$ cat src/rtl/memory_arbiter_pkg.sv
// ---------------------------------------------------------------------------
// memory_arbiter_pkg
//   Shared types for the unified memory port arbiter.
//   - MemoryWriteSignal : read/write function code carried on the memory port
//   - MemoryMaskType    : access width / sign-extension selector
//   - ArbState          : arbiter sequencing states
//   - ArbOwner          : which requester owns the outstanding transaction
// ---------------------------------------------------------------------------
package memory_arbiter_pkg;

    typedef enum logic {
        M_XRD = 1'b0,
        M_XWR = 1'b1
    } MemoryWriteSignal;

    typedef enum logic [2:0] {
        MT_X  = 3'd0,
        MT_B  = 3'd1,
        MT_H  = 3'd2,
        MT_W  = 3'd3,
        MT_BU = 3'd4,
        MT_HU = 3'd5
    } MemoryMaskType;

    typedef enum logic [1:0] {
        ARB_IDLE,
        ARB_ISSUE,
        ARB_WAIT
    } ArbState;

    typedef enum logic {
        OWN_IMEM,
        OWN_DMEM
    } ArbOwner;

    // Width of the per-transaction timeout counter.
    localparam int WAIT_CNT_W = 16;

endpackage

$ cat src/rtl/memory_arbiter.sv
// ---------------------------------------------------------------------------
// memory_arbiter
//   Shares one variable-latency memory port between instruction fetch (imem)
//   and the data stage (dmem). One transaction is outstanding at a time; the
//   response is routed back to whichever requester issued it.
//
// Ports:
//   clk, reset                  clock and synchronous active-high reset
//   imem_req_* / imem_kill      fetch request, kill of pending/in-flight fetch
//   imem_resp_*                 one-cycle fetch response
//   dmem_req_*                  data request (addr, fcn, typ, store data)
//   dmem_resp_*                 one-cycle data response
//   mem_req_* / mem_resp_*      external memory request/response
//   cmiss_stall                 a requester is waiting (combinational)
//   bus_error                   sticky timeout flag
// ---------------------------------------------------------------------------
module memory_arbiter
    import memory_arbiter_pkg::*;
#(
    parameter int TIMEOUT_CYCLES = 255
) (
    input  logic        clk,
    input  logic        reset,
    input  logic        imem_req_valid,
    input  logic [31:0] imem_req_addr,
    input  logic        imem_kill,
    output logic        imem_resp_valid,
    output logic [31:0] imem_resp_data,
    input  logic        dmem_req_valid,
    input  logic [31:0] dmem_req_addr,
    input  logic        dmem_req_fcn,
    input  logic [2:0]  dmem_req_typ,
    input  logic [31:0] dmem_req_data,
    output logic        dmem_resp_valid,
    output logic [31:0] dmem_resp_data,
    output logic        mem_req_valid,
    input  logic        mem_req_ready,
    output logic [31:0] mem_req_addr,
    output logic        mem_req_fcn,
    output logic [2:0]  mem_req_typ,
    output logic [31:0] mem_req_data,
    input  logic        mem_resp_valid,
    input  logic [31:0] mem_resp_data,
    output logic        cmiss_stall,
    output logic        bus_error
);

    localparam logic [WAIT_CNT_W-1:0] TIMEOUT_LAST = WAIT_CNT_W'(TIMEOUT_CYCLES - 1);

    ArbState                 state_reg;
    ArbOwner                 owner_reg;
    ArbOwner                 last_owner_reg;
    logic                    killed_reg;
    logic [WAIT_CNT_W-1:0]   wait_cnt_reg;
    logic [31:0]             addr_reg;
    MemoryWriteSignal        fcn_reg;
    MemoryMaskType           typ_reg;
    logic [31:0]             data_reg;
    logic                    bus_error_reg;

    // A fetch being killed this cycle is not eligible for a grant.
    logic imem_cand;
    logic grant_any;
    logic grant_dmem;
    logic busy;
    logic resp_hit;
    logic timeout_hit;
    logic complete;
    logic imem_dropped;

    assign imem_cand  = imem_req_valid & ~imem_kill;
    assign grant_any  = imem_cand | dmem_req_valid;
    // On contention the requester that did not win last time is served.
    assign grant_dmem = dmem_req_valid & (~imem_cand | (last_owner_reg == OWN_IMEM));

    assign busy        = (state_reg == ARB_ISSUE) | (state_reg == ARB_WAIT);
    assign resp_hit    = (state_reg == ARB_WAIT) & mem_resp_valid;
    // A real response in the last allowed cycle wins over the timeout.
    assign timeout_hit = busy & (wait_cnt_reg == TIMEOUT_LAST) & ~resp_hit;
    assign complete    = resp_hit | timeout_hit;

    // A kill arriving in the completion cycle also suppresses the strobe.
    assign imem_dropped = killed_reg | imem_kill;

    assign imem_resp_valid = complete & (owner_reg == OWN_IMEM) & ~imem_dropped;
    assign dmem_resp_valid = complete & (owner_reg == OWN_DMEM);
    assign imem_resp_data  = resp_hit ? mem_resp_data : 32'h0;
    assign dmem_resp_data  = resp_hit ? mem_resp_data : 32'h0;

    assign mem_req_valid = (state_reg == ARB_ISSUE);
    assign mem_req_addr  = addr_reg;
    assign mem_req_fcn   = fcn_reg;
    assign mem_req_typ   = typ_reg;
    assign mem_req_data  = data_reg;
    assign bus_error     = bus_error_reg;

    assign cmiss_stall = (imem_req_valid & ~imem_resp_valid) |
                         (dmem_req_valid & ~dmem_resp_valid);

    always_ff @(posedge clk) begin
        if (reset) begin
            state_reg      <= ARB_IDLE;
            owner_reg      <= OWN_IMEM;
            last_owner_reg <= OWN_IMEM;
            killed_reg     <= 1'b0;
            wait_cnt_reg   <= '0;
            addr_reg       <= '0;
            fcn_reg        <= M_XRD;
            typ_reg        <= MT_X;
            data_reg       <= '0;
            bus_error_reg  <= 1'b0;
        end else begin
            case (state_reg)
                ARB_IDLE: begin
                    if (grant_any) begin
                        owner_reg      <= grant_dmem ? OWN_DMEM : OWN_IMEM;
                        last_owner_reg <= grant_dmem ? OWN_DMEM : OWN_IMEM;
                        killed_reg     <= 1'b0;
                        wait_cnt_reg   <= '0;
                        state_reg      <= ARB_ISSUE;
                        if (grant_dmem) begin
                            addr_reg <= dmem_req_addr;
                            fcn_reg  <= MemoryWriteSignal'(dmem_req_fcn);
                            typ_reg  <= MemoryMaskType'(dmem_req_typ);
                            data_reg <= dmem_req_data;
                        end else begin
                            // Fetches are always full-word reads.
                            addr_reg <= imem_req_addr;
                            fcn_reg  <= M_XRD;
                            typ_reg  <= MT_W;
                            data_reg <= '0;
                        end
                    end
                end
                ARB_ISSUE, ARB_WAIT: begin
                    wait_cnt_reg <= wait_cnt_reg + WAIT_CNT_W'(1);
                    if (imem_kill && owner_reg == OWN_IMEM) begin
                        killed_reg <= 1'b1;
                    end
                    if (complete) begin
                        state_reg <= ARB_IDLE;
                        if (timeout_hit) begin
                            bus_error_reg <= 1'b1;
                        end
                    end else if (state_reg == ARB_ISSUE && mem_req_ready) begin
                        state_reg <= ARB_WAIT;
                    end
                end
                default: state_reg <= ARB_IDLE;
            endcase
        end
    end

endmodule

$ cat config.mk
export PLATFORM = sky130hd
export DESIGN_NAME = memory_arbiter
export DESIGN_NICKNAME = d
export VERILOG_FILES = /design/src/rtl/memory_arbiter_pkg.sv /design/src/rtl/memory_arbiter.sv
export SDC_FILE = /design/constraint.sdc
export NUM_CORES = 1
export LEC_CHECK = 0
export CAP_MARGIN = 20
export CORE_MARGIN = 2
export CORE_UTILIZATION = 39
export DETAILED_ROUTE_END_ITERATION = 10
export PLACE_DENSITY = 0.89
export SYNTH_ARGS = -nofsm -noshare
export SYNTH_HDL_FRONTEND = slang
export SYNTH_SLANG_ARGS = --single-unit
$ cat constraint.sdc
create_clock -name clk -period 8.1 [get_ports clk]
set_clock_uncertainty 0.2 [all_clocks]
set_input_delay 1.62 -clock clk [delete_from_list [all_inputs] [get_ports clk]]
set_output_delay 1.62 -clock clk [all_outputs]
set_load 0.01 [all_outputs]
==> flow_metrics.env <==
export IMPL_status="completed"
export IMPL_synth_adder_area_share_pct=1.49
export IMPL_fin_crit_sh_pct=68.1
export IMPL_slew_viol_final=0
export IMPL_via_per_inst=5.25
export IMPL_initial_utilization_pct=40.4
export IMPL_ir_drop_uv=154
export IMPL_grt_setup_unrepaired="false"
export IMPL_htree_levels=3
export IMPL_dieArea_um2=11600
export IMPL_rrSetupSlack_ns=5.45
export IMPL_final_util_pct=67.0
export IMPL_drt_wl_total_um=14200
export IMPL_cts_tree="built"
export IMPL_netlist_cell_type_count=43
export IMPL_synth_top_family_by_area="simple AND/OR/NAND/NOR gates"
export IMPL_cts_sinks=89
export IMPL_post_drt_wl_per_cell_um=16.9
export IMPL_dr_first_iter_drc_count=214
export IMPL_crit_top_cell="clkdlybuf4s50_1"
export IMPL_synthesis_area_um2=4200
export IMPL_worstMarginPinSlew_ns=0.793
export IMPL_finalHoldViolCount=0
export IMPL_grt_usage_pct=24.0
export IMPL_firstDrtPassIters=5
export IMPL_grt_overflow=0
export IMPL_drive_gt1_share_pct=4.12
export IMPL_worst_path_max_fanout=34
export IMPL_setup_viol=0
export IMPL_critical_path_class="input port to primary output"
export IMPL_p_per_area_nw_per_um2=203
export IMPL_synth_compound_area_share_pct=18.4
export IMPL_grt_max_degree=76
export IMPL_nets=844
export IMPL_synth_xor_area_share_pct=0.625
export IMPL_max_stage_delay_ns=0.97
export IMPL_cp_start_kind="input port"
export IMPL_clock_latency_ns=0.37
export IMPL_grt_met2_usage_pct=45.1
export IMPL_cts_resized=0
export IMPL_die_h_um=108
export IMPL_ys_ff_latch=89
export IMPL_whs_ns=0.288
export IMPL_p_leak_nw=2.69
export IMPL_grt_pass1_wl_um=21700
export IMPL_max_freq_ghz=0.181
export IMPL_relSlewSlack_pct=47.1
export IMPL_met3_usage_pct=7.26
export IMPL_synth_cells=477
export IMPL_cp_slowest_cell="clkdlybuf4s50_1"
export IMPL_min_period_ns=5.51
export IMPL_muxShareOfSynthArea_pct=7.62
export IMPL_arrival_ns=3.69
export IMPL_grt_pass1_vias=4329
export IMPL_synth_nets=621
export IMPL_syn_to_final_growth_pct=66.1
export IMPL_final_cells=840
export IMPL_insertedDiodeCount=0
export IMPL_coreArea_um2=10400
export IMPL_cap_viol_max_count=0
export IMPL_grt_busiest_layer="met2"
export IMPL_num_io_pins=276
export IMPL_hpwlAfterDp_um=11000
export IMPL_syn_mean_instance_area_um2=8.81
export IMPL_antenna_found_initial=0
export IMPL_routabilityCongestion=0.846
export IMPL_postCtsSetupBuffers=0
export IMPL_synth_edf_count=0
export IMPL_hold_buffers=0
export IMPL_fin_setup_tns_ns=0
export IMPL_portBuffers=275
export IMPL_cts_buffer_depth=2
export IMPL_rows=37
export IMPL_fin_area_um2=6980
export IMPL_cp_cell_sequence="clkdlybuf4s50_1, nand2_1, a22oi_1, nor2_1, clkdlybuf4s50_1"
export IMPL_synthSimpleGateAreaFrac_pct=19.4
export IMPL_clock_root_buffer="clkbuf_8"
export IMPL_cts_made_buffers=9
export IMPL_drc_errors=0
export IMPL_dp_cells=824
export IMPL_hold_path_class="flip-flop to flip-flop"
export IMPL_crit_required_ns=6.28
export IMPL_grt_met1_usage_pct=22.8
export IMPL_yosysSeqAreaShare_pct=42.4
export IMPL_ant_nets=0
export IMPL_placed_cell_area_um2=6800
export IMPL_die_x_um=108
export IMPL_fillers=816
export IMPL_cp_end_kind="primary output"
export IMPL_path_clk_slew_ns=0.08
export IMPL_vias=4409
export IMPL_ys_async_sr_fraction_pct=0
export IMPL_ys_warn_count=0
export IMPL_synth_ff_type="dfxtp_1"
[cells in the mapped netlist, types with 2 or more instances]
library cell | count | area share [%]
a211oi_1 | 34 | 6.1
a21oi_1 | 16 | 1.9
a22oi_1 | 35 | 6.2
and3_1 | 33 | 4.9
buf_1 | 4 | 0.36
buf_2 | 6 | 0.71
buf_4 | 34 | 6.1
clkbuf_1 | 25 | 2.2
dfxtp_1 | 89 | 42
ha_1 | 5 | 1.5
inv_1 | 8 | 0.71
mux2i_1 | 32 | 7.6
nand2_1 | 9 | 0.80
nand2b_1 | 3 | 0.45
nand3_1 | 6 | 0.71
nand4_1 | 5 | 0.74
nor2_1 | 79 | 7.1
nor3_1 | 5 | 0.60
nor4_1 | 2 | 0.30
o21ai_0 | 6 | 0.71
o22ai_1 | 2 | 0.30
o31ai_1 | 7 | 1.2
or3_1 | 3 | 0.45
or4_1 | 9 | 1.6
xor2_1 | 2 | 0.42
[path summary, 6_finish.rpt]
kind,startpoint,endpoint,cells past startpoint
setup / recovery,mem_resp_valid,cmiss_stall,5
setup reg to reg,state_reg[0]$_SDFFE_PP0P_,state_reg[0]$_SDFFE_PP0P_,6
hold / removal,wait_cnt_reg[15]$_SDFFE_PP0P_,wait_cnt_reg[15]$_SDFFE_PP0P_,2
hold reg to reg,wait_cnt_reg[15]$_SDFFE_PP0P_,wait_cnt_reg[15]$_SDFFE_PP0P_,2
[placed cells by master, fill, tap and decap left out, drive strengths merged, types with 3 or more instances in the layout]
| master | n |
|---|---|
| nand3 | 6 |
| nor3 | 5 |
| clkinv | 3 |
| nor2 | 79 |
| ha | 5 |
| clkdlybuf4s50 | 274 |
| clkbuf | 11 |
| a211oi | 35 |
| or3 | 4 |
| and3 | 33 |
| mux2i | 32 |
| or4 | 10 |
| buf | 7 |
| a21oi | 16 |
| o21ai | 7 |
| inv | 8 |
| dfxtp | 89 |
| o31ai | 7 |
| nand2b | 3 |
| a22oi | 35 |
| nand2 | 9 |
| nand4 | 5 |
[power breakdown]
| group | internal [mW] | total, mW | switching (mW) | leakage, nW |
|---|---|---|---|---|
| combinational | 0.292 | 0.573 | 0.281 | 1.87 |
| clock | 0.140 | 0.291 | 0.151 | 0.0929 |
| sequential | 0.513 | 0.557 | 0.0442 | 0.731 |
[cells by family after synthesis]
group	Yosys count
multiplexers	32
flip-flops	89
AND/OR/NAND/NOR	162
adder cells (fa/ha/maj)	5
AO/OA/AOI/OAI	109
XOR/XNOR	3
buffers and inverters	77
[per-stage QoR]
step           power, mW  worst slack [ns]
2_1_floorplan      0.849              3.98
3_3_place_gp        1.11              2.62
3_5_place_dp        1.14              2.54
4_1_cts             1.43              2.55
5_1_grt             1.50              2.31
6_report            1.42              2.59
[layer usage]
layer,up-vias,part of all wire [%]
li1,2132,-
met1,2025,35
met2,219,52
met3,33,8.7
met4,0,4.3
met5,-,0
[critical path: cells and delay by family]
family / cells / cell delay [ns]
AND/OR/NAND/NOR: 2 / 0.36
AO/OA/AOI/OAI: 1 / 0.26
buffers and inverters: 2 / 1.45
[layout make-up]
type | count | area [um2] | share of cell area [%]
Multi-Input combinational cell | 311 | 2030 | 29.1
Inverter | 8 | 30.0 | 0.430
Tap cell | 136 | 170 | 2.44
Clock inverter | 4 | 45.0 | 0.645
Timing Repair Buffer | 281 | 2790 | 40.0
Sequential cell | 89 | 1780 | 25.5
Clock buffer | 11 | 131 | 1.88
Note: power is estimated with default switching activity, not from simulation.
